[src/rtl/uart_tx_arbiter.sv]
// Round-robin arbiter that shares one uart_tx serializer among NUM_REQ byte streams.
// A grant is held for a whole message (through req_last) or MAX_BURST beats, whichever comes first.
module uart_tx_arbiter #(
    parameter int NUM_REQ    = 4,
    parameter int DATA_WIDTH = 8,
    parameter int MAX_BURST  = 16
) (
    input  logic                          clk,
    input  logic                          rstn,
    input  logic [NUM_REQ*DATA_WIDTH-1:0] req_data,
    input  logic [NUM_REQ-1:0]            req_valid,
    input  logic [NUM_REQ-1:0]            req_last,
    output logic [NUM_REQ-1:0]            req_ready,
    output logic [DATA_WIDTH-1:0]         tx_data,
    output logic                          tx_valid,
    input  logic                          tx_ready,
    output logic [NUM_REQ-1:0]            grant,
    output logic                          busy
);
    localparam int PW = $clog2(NUM_REQ);
    localparam int CW = $clog2(MAX_BURST + 1);

    typedef enum logic {IDLE, LOCK} state_t;

    state_t                state_q, state_d;
    logic [PW-1:0]         ptr_q, ptr_d;
    logic [PW-1:0]         gidx_q, gidx_d;
    logic [CW-1:0]         cnt_q, cnt_d;
    logic                  done_q, done_d;
    logic                  tx_valid_q, tx_valid_d;
    logic [DATA_WIDTH-1:0] tx_data_q, tx_data_d;

    logic                  pick_found;
    logic [PW-1:0]         pick_idx;
    logic [DATA_WIDTH-1:0] sel_data;
    logic                  sel_valid;
    logic                  sel_last;
    logic [CW-1:0]         cnt_inc;
    logic                  accept;
    logic                  handoff;

    // Rotating search: first valid requester at or after ptr, wrapping past NUM_REQ-1.
    always_comb begin
        int idx;
        pick_found = 1'b0;
        pick_idx   = '0;
        for (int k = 0; k < NUM_REQ; k++) begin
            idx = int'(ptr_q) + k;
            if (idx >= NUM_REQ) idx = idx - NUM_REQ;
            if (!pick_found && req_valid[PW'(idx)]) begin
                pick_found = 1'b1;
                pick_idx   = PW'(idx);
            end
        end
    end

    always_comb begin
        sel_data  = '0;
        sel_valid = 1'b0;
        sel_last  = 1'b0;
        for (int i = 0; i < NUM_REQ; i++) begin
            if (gidx_q == PW'(i)) begin
                sel_data  = req_data[i*DATA_WIDTH +: DATA_WIDTH];
                sel_valid = req_valid[i];
                sel_last  = req_last[i];
            end
        end
    end

    always_comb begin
        req_ready = '0;
        grant     = '0;
        if (state_q == LOCK) begin
            grant[gidx_q] = 1'b1;
            if (!tx_valid_q && !done_q) req_ready[gidx_q] = 1'b1;
        end
    end

    assign accept   = (state_q == LOCK) && sel_valid && !tx_valid_q && !done_q;
    assign handoff  = tx_valid_q && tx_ready;
    assign cnt_inc  = cnt_q + 1'b1;
    assign tx_data  = tx_data_q;
    assign tx_valid = tx_valid_q;
    assign busy     = (state_q == LOCK);

    always_comb begin
        state_d    = state_q;
        ptr_d      = ptr_q;
        gidx_d     = gidx_q;
        cnt_d      = cnt_q;
        done_d     = done_q;
        tx_valid_d = tx_valid_q;
        tx_data_d  = tx_data_q;
        if (handoff) tx_valid_d = 1'b0;
        case (state_q)
            IDLE: begin
                if (pick_found) begin
                    gidx_d  = pick_idx;
                    cnt_d   = '0;
                    done_d  = 1'b0;
                    state_d = LOCK;
                end
            end
            LOCK: begin
                if (accept) begin
                    tx_data_d  = sel_data;
                    tx_valid_d = 1'b1;
                    cnt_d      = cnt_inc;
                    done_d     = sel_last || (cnt_inc == CW'(MAX_BURST));
                end
                // Release only once the final beat has actually left the holding register.
                if (done_q && handoff) begin
                    state_d = IDLE;
                    done_d  = 1'b0;
                    ptr_d   = (gidx_q == PW'(NUM_REQ - 1)) ? '0 : gidx_q + 1'b1;
                end
            end
            default: state_d = IDLE;
        endcase
    end

    always_ff @(posedge clk or negedge rstn) begin
        if (!rstn) begin
            state_q    <= IDLE;
            ptr_q      <= '0;
            gidx_q     <= '0;
            cnt_q      <= '0;
            done_q     <= 1'b0;
            tx_valid_q <= 1'b0;
            tx_data_q  <= '0;
        end else begin
            state_q    <= state_d;
            ptr_q      <= ptr_d;
            gidx_q     <= gidx_d;
            cnt_q      <= cnt_d;
            done_q     <= done_d;
            tx_valid_q <= tx_valid_d;
            tx_data_q  <= tx_data_d;
        end
    end
endmodule

[config.mk]
export PLATFORM = sky130hd
export DESIGN_NAME = uart_tx_arbiter
export DESIGN_NICKNAME = d
export VERILOG_FILES = /design/src/rtl/uart_tx_arbiter.sv
export SDC_FILE = /design/constraint.sdc
export NUM_CORES = 1
export LEC_CHECK = 0
export CAP_MARGIN = 25
export CELL_PAD_IN_SITES_DETAIL_PLACEMENT = 1
export CELL_PAD_IN_SITES_GLOBAL_PLACEMENT = 1
export CORE_UTILIZATION = 47
export CTS_BUF_LIST = sky130_fd_sc_hd__clkbuf_8
export DETAILED_ROUTE_END_ITERATION = 8
export DONT_BUFFER_PORTS = 1
export GPL_TIMING_DRIVEN = 0
export MAX_ROUTING_LAYER = met4
export PLACE_DENSITY_LB_ADDON = 0.05
export SETUP_SLACK_MARGIN = 0.3
export SYNTH_ARGS = -nofsm -noshare
export SYNTH_HDL_FRONTEND = slang
export SYNTH_SLANG_ARGS = --single-unit
[constraint.sdc]
create_clock -name clk -period 2.85 [get_ports clk]
set_clock_uncertainty 0.15 [all_clocks]
set_input_delay 0.285 -clock clk [delete_from_list [all_inputs] [get_ports clk]]
set_output_delay 0.285 -clock clk [all_outputs]
set_load 0.005 [all_outputs]
==> results.ini, run 1 <==
[status]
run_status = finished, violations left
violations = design-rule violations

[sta]
relSlewSlack_pct = 65.3
period_share_pct = 83.8
period_minus_slack_ns = 2.39
rsz0062_at_grt = no
tns_ns = 0
slew_violations = 0
setup_viol = 0
clock.fmax_mhz = 419
worst_slew_pin_slew_ns = 0.520
finalHoldViolCount = 0
timing.hold.ws_ns = 0.0263

[detailed_routing]
viasPerCell = 6.31
drt-total-wl_microns = 4090
drtPass1Iterations = 6
drt_iter0_markers = 58
vias = 1262
wire_per_inst_microns = 20.4
drc = 8
antenna_left = 0

[hold_path]
hp-class = in2reg

[yosys]
syn-instance-count = 163
syn_nets = 211
netlist_top_cells_area = dfrtp_1 (34%), mux2_2 (5.4%), a21oi_1 (5.2%), a22o_1 (4.8%), nand2_1 (4.6%)
yosysMostFrequentCell = dfrtp_1
yosys-top-cells-count = dfrtp_1 (20), nand2_1 (18), a21oi_1 (15)
ys_ff_latch = 20
seq_area_frac_synth_pct = 34.3
async_flop_share_pct = 100
synth_flop_cell = dfrtp_1
syn_area_sq_um = 1460
avgSynthCellArea_sq_um = 8.94
synthDistinctLibCells = 40
synth.top_cell.area_share_pct = 34.3
synth-edff-count = 0
yosys_warnings = 0
yosys.area.top_type = dfrtp_1

[global_routing]
grt_pass1_wl_microns = 6390
antenna_found_initial = 0
track_usage_pct = 26.4
grt_pass1_vias = 1275
grt_max_degree = 21
grt.overflow.total = 0

[clock_tree]
clock_path_buffers = 2
cts_made_buffers = 3
cts_tree = done
htree_levels = 1
cts-root-buf = clkbuf_8
clkTransAtPathRegs_ns = 0.09
clock_sinks = 20
insertion_delay_ns = 0.27
cts_resized = 0

[final_layout]
stdcell_count = 200
nets = 218
fill_cells = 345
num_antenna_cells = 0
stdcell_area_sq_um = 1590
drive_above_1_share_pct = 12.4
areaGrowthSynthToFinish_pct = 9.01

[pwr]
leakagePower_nw = 0.690
power_mw = 1.82
ir_drop_v = 0.000491
power_density_nw_per_um2 = 1140

[die]
core.rowCount = 19
initial_core_util_pct = 51.1
core_sq_um = 2850
die_width_microns = 57.7
die_y_microns = 57.7
dieArea_sq_um = 3330
io_pins = 61

[setup_path]
critPathLaunchType = flop
crit_arrival_ns = 2.39
critical_path_class = reg2reg
critPathRequiredTime_ns = 2.85
crit_fanout = 10
ff2ff_setup_slack_ns = 0.46
endpoint_kind = flop

[placement]
gp_congestion = 0.760
placed_area_sq_um = 1500
place_inst = 194
detailed_place_hpwl_microns = 2940
numPortBuffers = 0

[flow_run]
maxCapViolations = 0

==> final cells by class <==
type	count	area, sq um	share of cell area (%)
Timing Repair Buffer	2	21.3	1.34
Inverter	13	48.8	3.07
Sequential cell	20	500	31.5
Clock buffer	3	41.3	2.60
Multi-Input combinational cell	119	851	53.5
Tap cell	31	38.8	2.44
Buffer	11	57.6	3.62
Clock inverter	1	30.0	1.89
==> path summary, 6_finish.rpt <==
path,start,end,cells after the start
max in group asynchronous,rstn,ptr_q[0]$_DFFE_PN0P_,2
hold reg to reg,tx_data[5]$_DFFE_PN0P_,tx_data[5]$_DFFE_PN0P_,1
hold / removal,tx_ready,tx_valid$_DFF_PN0_,2
setup reg to reg,gidx_q[1]$_DFFE_PN0P_,tx_data[4]$_DFFE_PN0P_,8
setup / recovery,gidx_q[1]$_DFFE_PN0P_,tx_data[4]$_DFFE_PN0P_,8
min in group asynchronous,rstn,tx_data[5]$_DFFE_PN0P_,1
==> power by group <==
group / internal, mW / switching [mW] / leakage (nW) / total (mW)
logic: 0.460 / 0.535 / 0.403 / 0.995
registers: 0.405 / 0.122 / 0.252 / 0.528
clock network: 0.188 / 0.106 / 0.0357 / 0.293
==> per-stage QoR <==
stage	setup slack (ns)	util [%]
final	0.463	55.7
after global routing	0.352	55.7
after CTS	0.445	55.3
after detailed placement	0.472	52.5
after global placement	0.538	52.5
after floorplan	0.729	-
==> worst max-delay path, cell delays in order, from the launching register on <==
cell and delay [ns]:
dfrtp_1 0.42, inv_1 0.09, ha_1 0.22, buf_6 0.17, a21oi_2 0.08, a211o_1 0.34, a21oi_4 0.27, buf_6 0.20
mux2_1 0.34
==> routing by layer <==
metal	track usage (%)	vias to the layer above	part of all wire [%]
met5	-	-	0
met1	32.4	612	43
met4	8.16	0	1.1
met3	3.57	4	6.4
li1	-	594	-
met2	45.3	52	50
==> placed cells by master, fill, tap and decap left out, drive strengths merged, types with 2 or more instances in the layout <==
master  netlist  final
a21oi        17     17
a221oi        2      2
a22o          8      8
a32o          2      2
and2          9      9
buf           3      4
clkbuf        8     11
dfrtp        20     20
ha            5      5
inv          13     13
mux2         10     10
mux2i         2      2
nand2        18     18
nand3         4      4
nand3b        2      2
nor2b         6      6
o21ai        12     12
o31ai         3      3
xnor2         2      2
==> state kept, by name (all words and copies together), names as in the netlist <==
| name | flops |
|---|---|
| tx_valid | 1 |
| busy | 1 |
| cnt_q | 5 |
| gidx_q | 2 |
| done_q | 1 |
| ptr_q | 2 |
| tx_data | 8 |
==> logic make-up after synthesis <==
logic type / count (synthesis) / synth area share, %
multiplexers: 12 / 9.10
buffers and inverters: 24 / 7.30
XOR/XNOR: 2 / 1.20
AO/OA/AOI/OAI: 53 / 26.3
adder cells (fa/ha/maj): 5 / 4.29
flip-flops: 20 / 34.3
AND/OR/NAND/NOR: 47 / 17.5
==> timing repair <==
action,CTS,global route
setup buffers,0,0
hold endpoints to repair,20,0
hold buffers,1,0
No activity file was read; power rests on OpenSTA's default activity.
==> run 2, diff against run 1 <==
==> constraint.sdc (replaced) <==
create_clock -name clk -period 2.3 [get_ports clk]
set_clock_uncertainty 0.15 [all_clocks]
set_input_delay 0.23 -clock clk [delete_from_list [all_inputs] [get_ports clk]]
set_output_delay 0.23 -clock clk [all_outputs]
set_load 0.005 [all_outputs]
==> run 2 against run 1 <==
Against the previous run:
- final cell count grew 6.5%
- highest routed layer unchanged
- wire length grew 8.7%
- design area grew 15%
- setup slack lost 0.30 ns
- largest cell class unchanged
- worst hold slack lost 0.0071 ns
- clock-buffer cell count is the same
- the flow still finishes with violations (design-rule violations)
- critical endpoint is now tx_data[2]$_DFFE_PN0P_
- first-iteration DRC count grew 8.6%
==> results.ini, run 2 (same netlist as run 1, synthesis figures left out) <==
[sta]
period_share_pct = 92.8  ; +9.1 points
worst_slew_pin_slew_ns = 0.508  ; -0.0119 ns
setup_viol = 0  ; unchanged
period_minus_slack_ns = 2.14  ; -0.252 ns
timing.hold.ws_ns = 0.0193  ; -0.00708 ns
rsz0062_at_grt = yes
relSlewSlack_pct = 66.0  ; +0.76 points
finalHoldViolCount = 0  ; unchanged
tns_ns = 0  ; unchanged
setup_ws_ns = 0.165  ; -0.298 ns
clock.fmax_mhz = 468  ; +12%
slew_violations = 0  ; unchanged

[status]
violations = design-rule violations
run_status = finished, violations left

[detailed_routing]
drc = 9  ; +1
viasPerCell = 6.36  ; +0.74%
drt_iter0_markers = 63  ; +8.6%
wire_per_inst_microns = 20.8  ; +2.1%
antenna_left = 0  ; unchanged
drt-total-wl_microns = 4440  ; +8.7%
drtPass1Iterations = 6  ; unchanged
vias = 1354  ; +7.3%

[global_routing]
grt.overflow.total = 0  ; unchanged
use_met1_pct = 31.6  ; -0.76 points
grt_busiest_layer = met2
grt_pass1_wl_microns = 6580  ; +3.0%
grt_max_degree = 21  ; unchanged
grt_pass1_vias = 1385  ; +8.6%
track_usage_pct = 27.3  ; +0.88 points
met2_usage_pct = 47.5  ; +2.2 points
antenna_found_initial = 0  ; unchanged
use_met3_pct = 5.58  ; +2.0 points

[die]
io_pins = 61  ; unchanged
die_width_microns = 57.7  ; unchanged
dieArea_sq_um = 3330  ; unchanged
core_sq_um = 2850  ; unchanged
core.rowCount = 19  ; unchanged
initial_core_util_pct = 51.1  ; unchanged
die_y_microns = 57.7  ; unchanged

[setup_path]
crit_arrival_ns = 2.14  ; -0.25 ns
cp_slowest_cell = dfrtp_1
path_delay_family = compound AO/OA/AOI/OAI gates
regToRegEndpoint = tx_data[2]$_DFFE_PN0P_
critPathRequiredTime_ns = 2.30  ; -0.55 ns
critical_path_class = reg2reg
rr_worst_depth = 9  ; +1
crit_fanout = 3  ; -7
cp_cell_sequence = inv_2 -> ha_4 -> buf_6 -> buf_6 -> a21oi_4 -> a211o_1 -> a21oi_4 -> buf_4 -> mux2_2
r2r-start = gidx_q[1]$_DFFE_PN0P_
endpoint_kind = flop
cpPeakStageDelay_ns = 0.40  ; -0.02 ns
ff2ff_setup_slack_ns = 0.16  ; -0.30 ns
critPathLaunchType = flop
path_buf_inv = 4  ; +1

[hold_path]
whs_endpoint = busy$_DFF_PN0_
hp-start = tx_ready
worstHoldPathCells = 3  ; +1
hp-class = in2reg

[final_layout]
fill_cells = 326  ; -5.5%
final_core_util_pct = 63.9  ; +8.2 points
areaGrowthSynthToFinish_pct = 25.0
layout_commonest_cell = dfrtp_1
nets = 231  ; +6.0%
drive_above_1_share_pct = 29.1  ; +17 points
layout_common_cells = dfrtp_1 (19), nand2_1 (18), a21oi_1 (15)
stdcell_count = 213  ; +6.5%
num_antenna_cells = 0  ; unchanged
largest_reg_flops = 8  ; unchanged

[placement]
detailed_place_hpwl_microns = 2890  ; -1.6%
gp_congestion = 0.776  ; +2.1%
pre_cts_slack_ns = -0.0335  ; -0.506 ns
place_inst = 194  ; unchanged
numPortBuffers = 0  ; unchanged

[clock_tree]
cts-root-buf = clkbuf_8
clock_sinks = 20  ; unchanged
clock_path_buffers = 2  ; unchanged
cts_made_buffers = 3  ; unchanged
insertion_delay_ns = 0.27  ; about the same
cts_tree = done
clkTransAtPathRegs_ns = 0.09  ; about the same
htree_levels = 1  ; unchanged

[pwr]
ir_drop_v = 0.000613  ; +25%
power_density_nw_per_um2 = 1470  ; +28%
leakagePower_nw = 0.814  ; +18%

[flow_run]
maxCapViolations = 0  ; unchanged

==> run 2: cell types whose count changed in the layout (fill, tap and decap cells not counted), moves of 3 or more <==
cell / previous run / this run
mux2_2: 7 / 3
clkbuf_2: 0 / 4
mux2_4: 0 / 7
ha_1: 5 / 2
mux2_1: 3 / 0
buf_6: 3 / 7
clkbuf_1: 8 / 1
ha_4: 0 / 3
buf_4: 0 / 10
==> run 2: worst max path at each step <==
stage / start / end / depth (start not counted)
after floorplan: gidx_q[1]$_DFFE_PN0P_ / tx_data[4]$_DFFE_PN0P_ / 8
after global placement: gidx_q[1]$_DFFE_PN0P_ / tx_data[5]$_DFFE_PN0P_ / 8
after detailed placement: gidx_q[1]$_DFFE_PN0P_ / tx_data[4]$_DFFE_PN0P_ / 8
after CTS: gidx_q[0]$_DFFE_PN0P_ / tx_data[2]$_DFFE_PN0P_ / 6
after global routing: gidx_q[1]$_DFFE_PN0P_ / tx_data[4]$_DFFE_PN0P_ / 9
final: gidx_q[1]$_DFFE_PN0P_ / tx_data[2]$_DFFE_PN0P_ / 9
==> run 2: where the power goes <==
part,total (mW),leakage [nW],internal [mW],switching [mW]
clock network,0.366,0.0357,0.233,0.133
registers,0.668,0.251,0.504,0.164
logic,1.64,0.528,0.869,0.769
==> run 2: routing by layer <==
metal | wire [microns] | vias up
li1 | - | 624
met4 | 110 | 0
met1 | 1930 | 662
met3 | 280 | 9
met5 | 0 | -
met2 | 2120 | 59
==> run 2: final cells by class <==
cell class / count / area [sq um] / share of cell area, %
clock buffer: 3 / 41.3 / 2.27
inverter: 13 / 48.8 / 2.68
timing repair buffer: 16 / 148 / 8.10
clock inverter: 1 / 30.0 / 1.65
buffer: 10 / 72.6 / 3.98
multi-input combinational: 119 / 941 / 51.6
sequential: 20 / 502 / 27.5
tap: 31 / 38.8 / 2.13
==> run 2: stage by stage <==
stage               power [mW]  area, sq um
global placement          1.81         1510
global route              2.84         1820
detailed placement        1.88         1510
finish                    2.67         1820
CTS                       2.57         1770
floorplan                 1.61         1470
==> run 2: what timing repair did <==
action	CTS	global route
pin swaps	12	8
resized for setup	25	14
hold buffers	2	0
setup endpoints to repair	21	23
setup buffers	10	3
hold endpoints to repair	21	0
==> run 2: worst register-to-register path, cell delays in order, from the launching register on <==
cell	delay, ns
dfrtp_1	0.40
inv_2	0.11
ha_4	0.15
buf_6	0.09
buf_6	0.09
a21oi_4	0.05
a211o_1	0.35
a21oi_4	0.19
buf_4	0.13
mux2_2	0.32
